<file path="config.mk">
export PLATFORM = sky130hd
export DESIGN_NAME = store_merge_unit
export DESIGN_NICKNAME = d
export VERILOG_FILES = /design/src/rtl/store_merge_unit.sv
export SDC_FILE = /design/constraint.sdc
export NUM_CORES = 1
export LEC_CHECK = 0
export BUFFER_PORTS_ARGS = -buffer_cell sky130_fd_sc_hd__clkbuf_2
export CORE_ASPECT_RATIO = 0.75
export CORE_MARGIN = 1.5
export CORE_UTILIZATION = 40
export DETAILED_ROUTE_END_ITERATION = 8
export PLACE_DENSITY = 0.64
export SYNTH_ARGS = -nofsm -noshare
export SYNTH_HDL_FRONTEND = slang
export SYNTH_SLANG_ARGS = --single-unit
export TNS_END_PERCENT = 1
</file>
<file path="constraint.sdc">
create_clock -name clk -period 7.7 [get_ports clk]
set_clock_uncertainty 0.05 [all_clocks]
set_input_delay 0.77 -clock clk [delete_from_list [all_inputs] [get_ports clk]]
set_output_delay 0.77 -clock clk [all_outputs]
set_load 0.005 [all_outputs]
</file>
<file path="src/rtl/store_merge_unit.sv">
// Store path between the control FSM and data memory: SW writes directly, SH/SB
// read-modify-write the containing word. Optional STORE_ALIGN_CHECK_EN faults misaligned SH/SW.
module store_merge_unit #(
  parameter int MEM_LATENCY = 1
) (
  input  logic        clk,
  input  logic        reset,
  input  logic        start,
  input  logic [1:0]  store_type,
  input  logic [31:0] addr,
  input  logic [31:0] rt_data,
  input  logic [31:0] mem_rdata,
  output logic [31:0] mem_addr,
  output logic        mem_wr,
  output logic [31:0] mem_wdata,
  output logic        busy,
  output logic        done,
  output logic        misaligned,
  output logic [2:0]  state_dbg
);

  // Handshake: start is taken only while busy=0; the request completes with a
  // single-cycle done pulse, after which busy drops and a new start may be taken.
  typedef enum logic [2:0] {
    IDLE  = 3'd0,
    READ  = 3'd1,
    WAIT  = 3'd2,
    WRITE = 3'd3,
    DONE  = 3'd4
  } state_t;

  localparam logic [1:0] ST_SW = 2'b00;
  localparam logic [1:0] ST_SH = 2'b01;
  localparam logic [1:0] ST_SB = 2'b10;
  localparam logic [2:0] LAT   = 3'(MEM_LATENCY);

  state_t      state;
  logic [31:0] addr_q;
  logic [31:0] data_q;
  logic [1:0]  type_q;
  logic [2:0]  cnt;
  logic        align_fault;

`ifdef STORE_ALIGN_CHECK_EN
  assign align_fault = (store_type == ST_SH && addr[0]) ||
                       (store_type == ST_SW && addr[1:0] != 2'b00);
`else
  assign align_fault = 1'b0;
`endif

  assign mem_addr  = {addr_q[31:2], 2'b00};
  assign busy      = (state != IDLE);
  assign state_dbg = state;

  // Little-endian lane merge of register data into the word read from memory.
  function automatic logic [31:0] merge(input logic [1:0] t, input logic [1:0] a,
                                        input logic [31:0] rt, input logic [31:0] rd);
    logic [31:0] w;
    w = rd;
    if (t == ST_SH) begin
      if (a[1]) w[31:16] = rt[15:0];
      else      w[15:0]  = rt[15:0];
    end else begin
      w[{a, 3'b000} +: 8] = rt[7:0];
    end
    return w;
  endfunction

  always_ff @(posedge clk) begin
    if (reset) begin
      state      <= IDLE;
      addr_q     <= '0;
      data_q     <= '0;
      type_q     <= '0;
      cnt        <= '0;
      mem_wdata  <= '0;
      mem_wr     <= 1'b0;
      done       <= 1'b0;
      misaligned <= 1'b0;
    end else begin
      mem_wr     <= 1'b0;
      done       <= 1'b0;
      misaligned <= 1'b0;
      case (state)
        IDLE: begin
          if (start) begin
            addr_q <= addr;
            data_q <= rt_data;
            type_q <= store_type;
            if (align_fault) begin
              state      <= DONE;
              done       <= 1'b1;
              misaligned <= 1'b1;
            end else begin
              case (store_type)
                ST_SW: begin
                  state     <= WRITE;
                  mem_wr    <= 1'b1;
                  mem_wdata <= rt_data;
                end
                ST_SH, ST_SB: state <= READ;
                default: begin
                  state <= DONE;
                  done  <= 1'b1;
                end
              endcase
            end
          end
        end
        READ: begin
          cnt   <= LAT;
          state <= WAIT;
        end
        WAIT: begin
          cnt <= cnt - 3'd1;
          // Read data is valid in the last WAIT cycle; merge and write next.
          if (cnt == 3'd1) begin
            mem_wdata <= merge(type_q, addr_q[1:0], data_q, mem_rdata);
            mem_wr    <= 1'b1;
            state     <= WRITE;
          end
        end
        WRITE: begin
          state <= DONE;
          done  <= 1'b1;
        end
        DONE:    state <= IDLE;
        default: state <= IDLE;
      endcase
    end
  end

endmodule
</file>
# Yosys cells after proc, flatten, opt, wreduce, memory -nomap -nowiden
# Index checks and enable logic that the tools add are counted.
# totals
output_inout_bits,71
word_cells,52
input_bits,101
ff_bits,90
# classes
reduce_logical,10
shifts,2
eq_ne,10
addsub,2
muxes,20
# op_table
op,count
2-to-1 mux 32 bit,4
one-hot mux 32 bit (2 select lines),1
bitwise mux 32 bit,1
2-to-1 mux 16 bit,2
variable shift 8 x 7 -> 32 bit (first input constant),1
variable part select 8 x 7 -> 32 bit,1
one-hot mux 3 bit (2 select lines),2
one-hot mux 3 bit (4 select lines),1
negation 5 -> 7 bit,1
equality test 3 x 1 -> 1 bit (second input constant),2
equality test 3 x 2 -> 1 bit (second input constant),2
2-to-1 mux 3 bit,2
2-to-1 mux 1 bit,5
equality test 2 x 1 -> 1 bit (second input constant),2
inequality test 2 bit (second input constant),2
one-hot mux 1 bit (2 select lines),2
AND reduction 2 bit,2
AND reduction 4 bit,1
nonzero test 2 bit,2
logical NOT 3 bit,1
nonzero test 3 bit,1
OR reduction 3 bit,1
subtractor 3 x 1 -> 3 bit (second input constant),1
equality test 2 bit (second input constant),1
other kinds (3),3

# Longest topological paths before layout
# depth
ltp_word,6
depth_mapped,10
ltp_nobuf,6

# Worst setup path before layout
# Ideal clock, no wire load.
# synth_path
path_type,reg-to-reg
from,reg addr_q[1]
to,reg mem_wdata[15]
arrival_time_ns,2.342
setup_ns,0.091
path_stages_with_launch,11
required_ns,7.559
setup_slack_ns,5.217
path_buffers,4
period_less_slack_ns,2.483
cell_sequence,dfxtp_1 clkbuf_1 clkbuf_1 inv_1 ha_1 or3b_2 clkbuf_1 buf_2 o22ai_1 o211ai_1 a311oi_1
# synth_between
elab_chain_cells,6
word_cells_on_any_way,8
classes_between,add/sub (1); shift (2); mux (5)
# synth_rtl
item,line,source
from (decl),38,logic [31:0] addr_q;
from (signal assigned),87,addr_q <= addr;
negation 5 -> 7 bit,64,"w[{a, 3'b000} +: 8] = rt[7:0];"
variable part select 8 x 7 -> 32 bit or variable shift 8 x 7 -> 32 bit (tied branches),64,
bitwise mux 32 bit,64,
2-to-1 mux 32 bit *,60,if (t == ST_SH) begin
2-to-1 mux 32 bit *,117,if (cnt == 3'd1) begin
one-hot mux 32 bit (2 select lines) *,84,case (state)
to (signal assigned),99,mem_wdata <= rt_data;
to (signal assigned),118,"mem_wdata <= merge(type_q, addr_q[1:0], data_q, mem_rdata);"
to (decl),15,"output logic [31:0] mem_wdata,"
# Every way passes the cells marked *; elsewhere a longest branch is shown, timed or not. The select of a mux whose other input is x is not followed.
# A chain may end at the register's enable or synchronous reset.

# Worst setup path in the final report
# layout_path
from,reg addr_q[1]
to,reg mem_wdata[20]
# Same word-level chain as after synthesis.

==> impl_results.md <==
- CP Class: flip-flop to flip-flop
- Origin of the critical flop-to-flop path: addr_q[1]
- Pwr/cell area: 219 nW/µm²
- Post-synth EDFFs: 0
- Area of the multi-input gates: 2580 µm²
- Post-route ant nets: 0
- Post-synthesis cell area: 4970 µm²
- WP data arrival: 3.56 ns
- RSZ-0062 raised after global routing: false
- Synth top area share: 0.363
- Buf+Inv Stages, Crit Path: 1
- Clock Pin Slew Worst Setup and Hold Paths: 0.07 ns
- CP max FO: 43
- Antenna cells: 0
- Cts hold-fix bufs: 0
- Post-Layout Inst Area: 5870 µm²
- Starting Density: 0.407
- Core outline area: 12200 µm²
- Slowest-stage cell, CP: dfxtp_2
- Sequential cell area: 1800 µm²
- Setup Viol. Count Final: 0
- Top cells by count, synth: 163 x nand2_1, 90 x dfxtp_1, 53 x a21oi_1
- Clk_lat worst skew: 0.34 ns
- Worst slew pin tran: 1.17 ns
- Row count: 35
- Synth Flop Type: dfxtp_1
- Setup TNS: 0 ns
- Worst setup startpoint: addr_q[1]
- Leakage power: 0.00241 µW
- Worst rel slew slack: 0.216
- Layout Utilization: 0.481
- Ys async rst share: 0
- Cells after synthesis: 646
- Cells after DPL: 898
- Placement-stage cell area: 5550 µm²
- Seq/Total Area, Yosys: 0.363
- Crit-path max cell delay: 1.07 ns
- CTS buffer count: 9
- First-pass GRT wire length: 22600 µm
- Post-CTS setup buffers: 0
- Largest net degree at the start of global routing: 91
- Die Y: 99.5 µm
- WHS: 0.406 ns
- Simple-gate share of the synthesized area: 0.223
- Antenna violations before repair: 0
- CTS tree: built
- Hold crit path type: flip-flop to flip-flop
- CTS HTree Levels: 3
- Family with the most delay on the worst path: flip-flops
- Ranking of synthesized cells by area: dfxtp_1 36%, nand2_1 12%, a311oi_1 5.6%, a21oi_1 5.3%, mux2i_1 5.0%
- Max-cap check violation count: 0
- WP data required: 7.89 ns
- Period utilisation layout: 0.437
- Total global routing track utilization: 0.214
- Top-Level Pins: 172
- Clock root buffer: clkbuf_16
- Residual DRC: 0
- Mean routed wirelength per cell: 15.9 µm
- Post-Layout Cell Count: 914
- CTS sink cnt: 90
- Compound-cell area share of the yosys netlist: 0.222
- Final Net Count: 851
- # resized after CTS: 0
- Slew Limit Fails: 0
- Die Area: 13100 µm²
- Placer Congestion: 0.871
- Synth Area in Adders: 0.0176
- Yosys top cell by area: dfxtp_1
- Fillers: 1207
- Reg2reg setup slack: 4.33 ns
- Min Tclk post-route: 3.37 ns
- Fmax: 297 MHz
- Synth cell types: 39
- Gr ovfl total: 0
- Seq cells post-synth: 90
- Synth warn: 0
- Number of global-route vias before repair: 4220
- Worst-path cell chain: inv_1 -> ha_1 -> nand4bb_1 -> nor3b_1 -> o311ai_0 -> a311oi_1
- Port bufs: 168
- Total number of vias: 4866
- Total wire length: 14500 µm
- DR iter-0 viols: 372
- Hold Startpoint: addr_q[15]
- Run status: finished, final reports clean
- Post-Synth XOR/XNOR Area: 0
- Fin. Hold Viols: 0
- Initial DRT Pass Iterations: 5
- Layout cell share with drive strength beyond 1: 0.262
- Mux cell area share after synthesis: 0.0504
- CP Capture Type: flip-flop
- Detail Placement HPWL: 10000 µm
- Most frequent cell after synthesis: nand2_1
- Worst vdd ir: 0.000105 V
- Synth-to-Final Area Change: 18.2%
- Mapped Avg Cell Area: 7.69 µm²
- Critical Path Source Type: flip-flop
- Largest family of logic cells by synthesized area: simple AND/OR/NAND/NOR gates
- DIE WIDTH: 132 µm
- Clock Path Buffers: 2
- Vias per inst: 5.32
## path summary, 6_finish.rpt
check             endpoint  depth (start not counted)
max          mem_wdata[20]                          6
min             addr_q[15]                          2
max reg2reg  mem_wdata[20]                          6
min reg2reg     addr_q[15]                          2
## cell type report
cell class,count,area share
clock buffers,10,0.0390
clock inverters,6,0.0155
inverters,21,0.0134
multi-input cells,447,0.439
flip-flops and latches,90,0.307
well taps,166,0.0354
repair buffers,174,0.151
## tightest hold or removal path: cells and delay by family, from the launching register on
family             cells  cell delay (ns)
DFF                    1             0.31
and+or+nand+nor        1             0.05
AOI/OAI and AO/OA      1             0.05
## placed cells by master, fill, tap and decap left out, types with 2 or more instances in the layout
master      netlist  layout
nor3_1            5       5
a221oi_1          8       8
and2_1            2       2
nor2b_1          13      12
o22ai_1          14      14
nand2_1         163     163
a21oi_1          53      53
o211ai_1         22      22
clkinvlp_4        0       3
mux2i_1          25      25
nand3_1           7       7
a311oi_1         32      32
nand2b_1          2       2
bufinv_16         0       2
o21ai_0           3       3
a211o_1           8       8
ha_1              7       7
clkbuf_2          0     167
buf_4            33       6
nor4_1            2       2
o21a_1            2       2
dfxtp_1          90      89
inv_1            21      21
nor3b_1           7       7
nand3b_1          8       8
o311ai_0          9       9
a211oi_1          3       3
conb_1            1       3
clkbuf_16         0       9
nor2_1           40      39
## stage by stage
| step | setup WS (ns) | total power, µW |
|---|---|---|
| global placement | 4.61 | 810 |
| finish | 4.33 | 1290 |
| CTS | 4.39 | 1290 |
| detailed placement | 4.42 | 820 |
| floorplan | 5.22 | 737 |
| global route | 4.09 | 1350 |
## registers in the layout, summed over array words and instances (netlist names)
name / count
cnt: 3
mem_wdata: 32
type_q: 2
state_dbg: 3
addr_q: 32
mem_wr: 1
done: 1
data_q: 16
## cells by family (layout without fill, tap and decap cells)
| logic type | Yosys count | in the layout |
|---|---|---|
| other cells | 1 | 3 |
| buf+inv | 111 | 211 |
| simple gates | 255 | 255 |
| flops | 90 | 90 |
| compound gates | 157 | 157 |
| fa+ha+maj | 7 | 7 |
| mux | 25 | 25 |
## where the power goes
group,switching (µW),internal [µW]
Clock,189,285
Combinational,153,112
Sequential,40.6,505
Total,383,902
## metal layers
layer	GRT usage	routed length, µm
met1	0.318	7070
met2	0.314	6340
met4	0.0504	139
met3	0.0479	974
met5	0	0
Power figures use the tool's default switching activity.
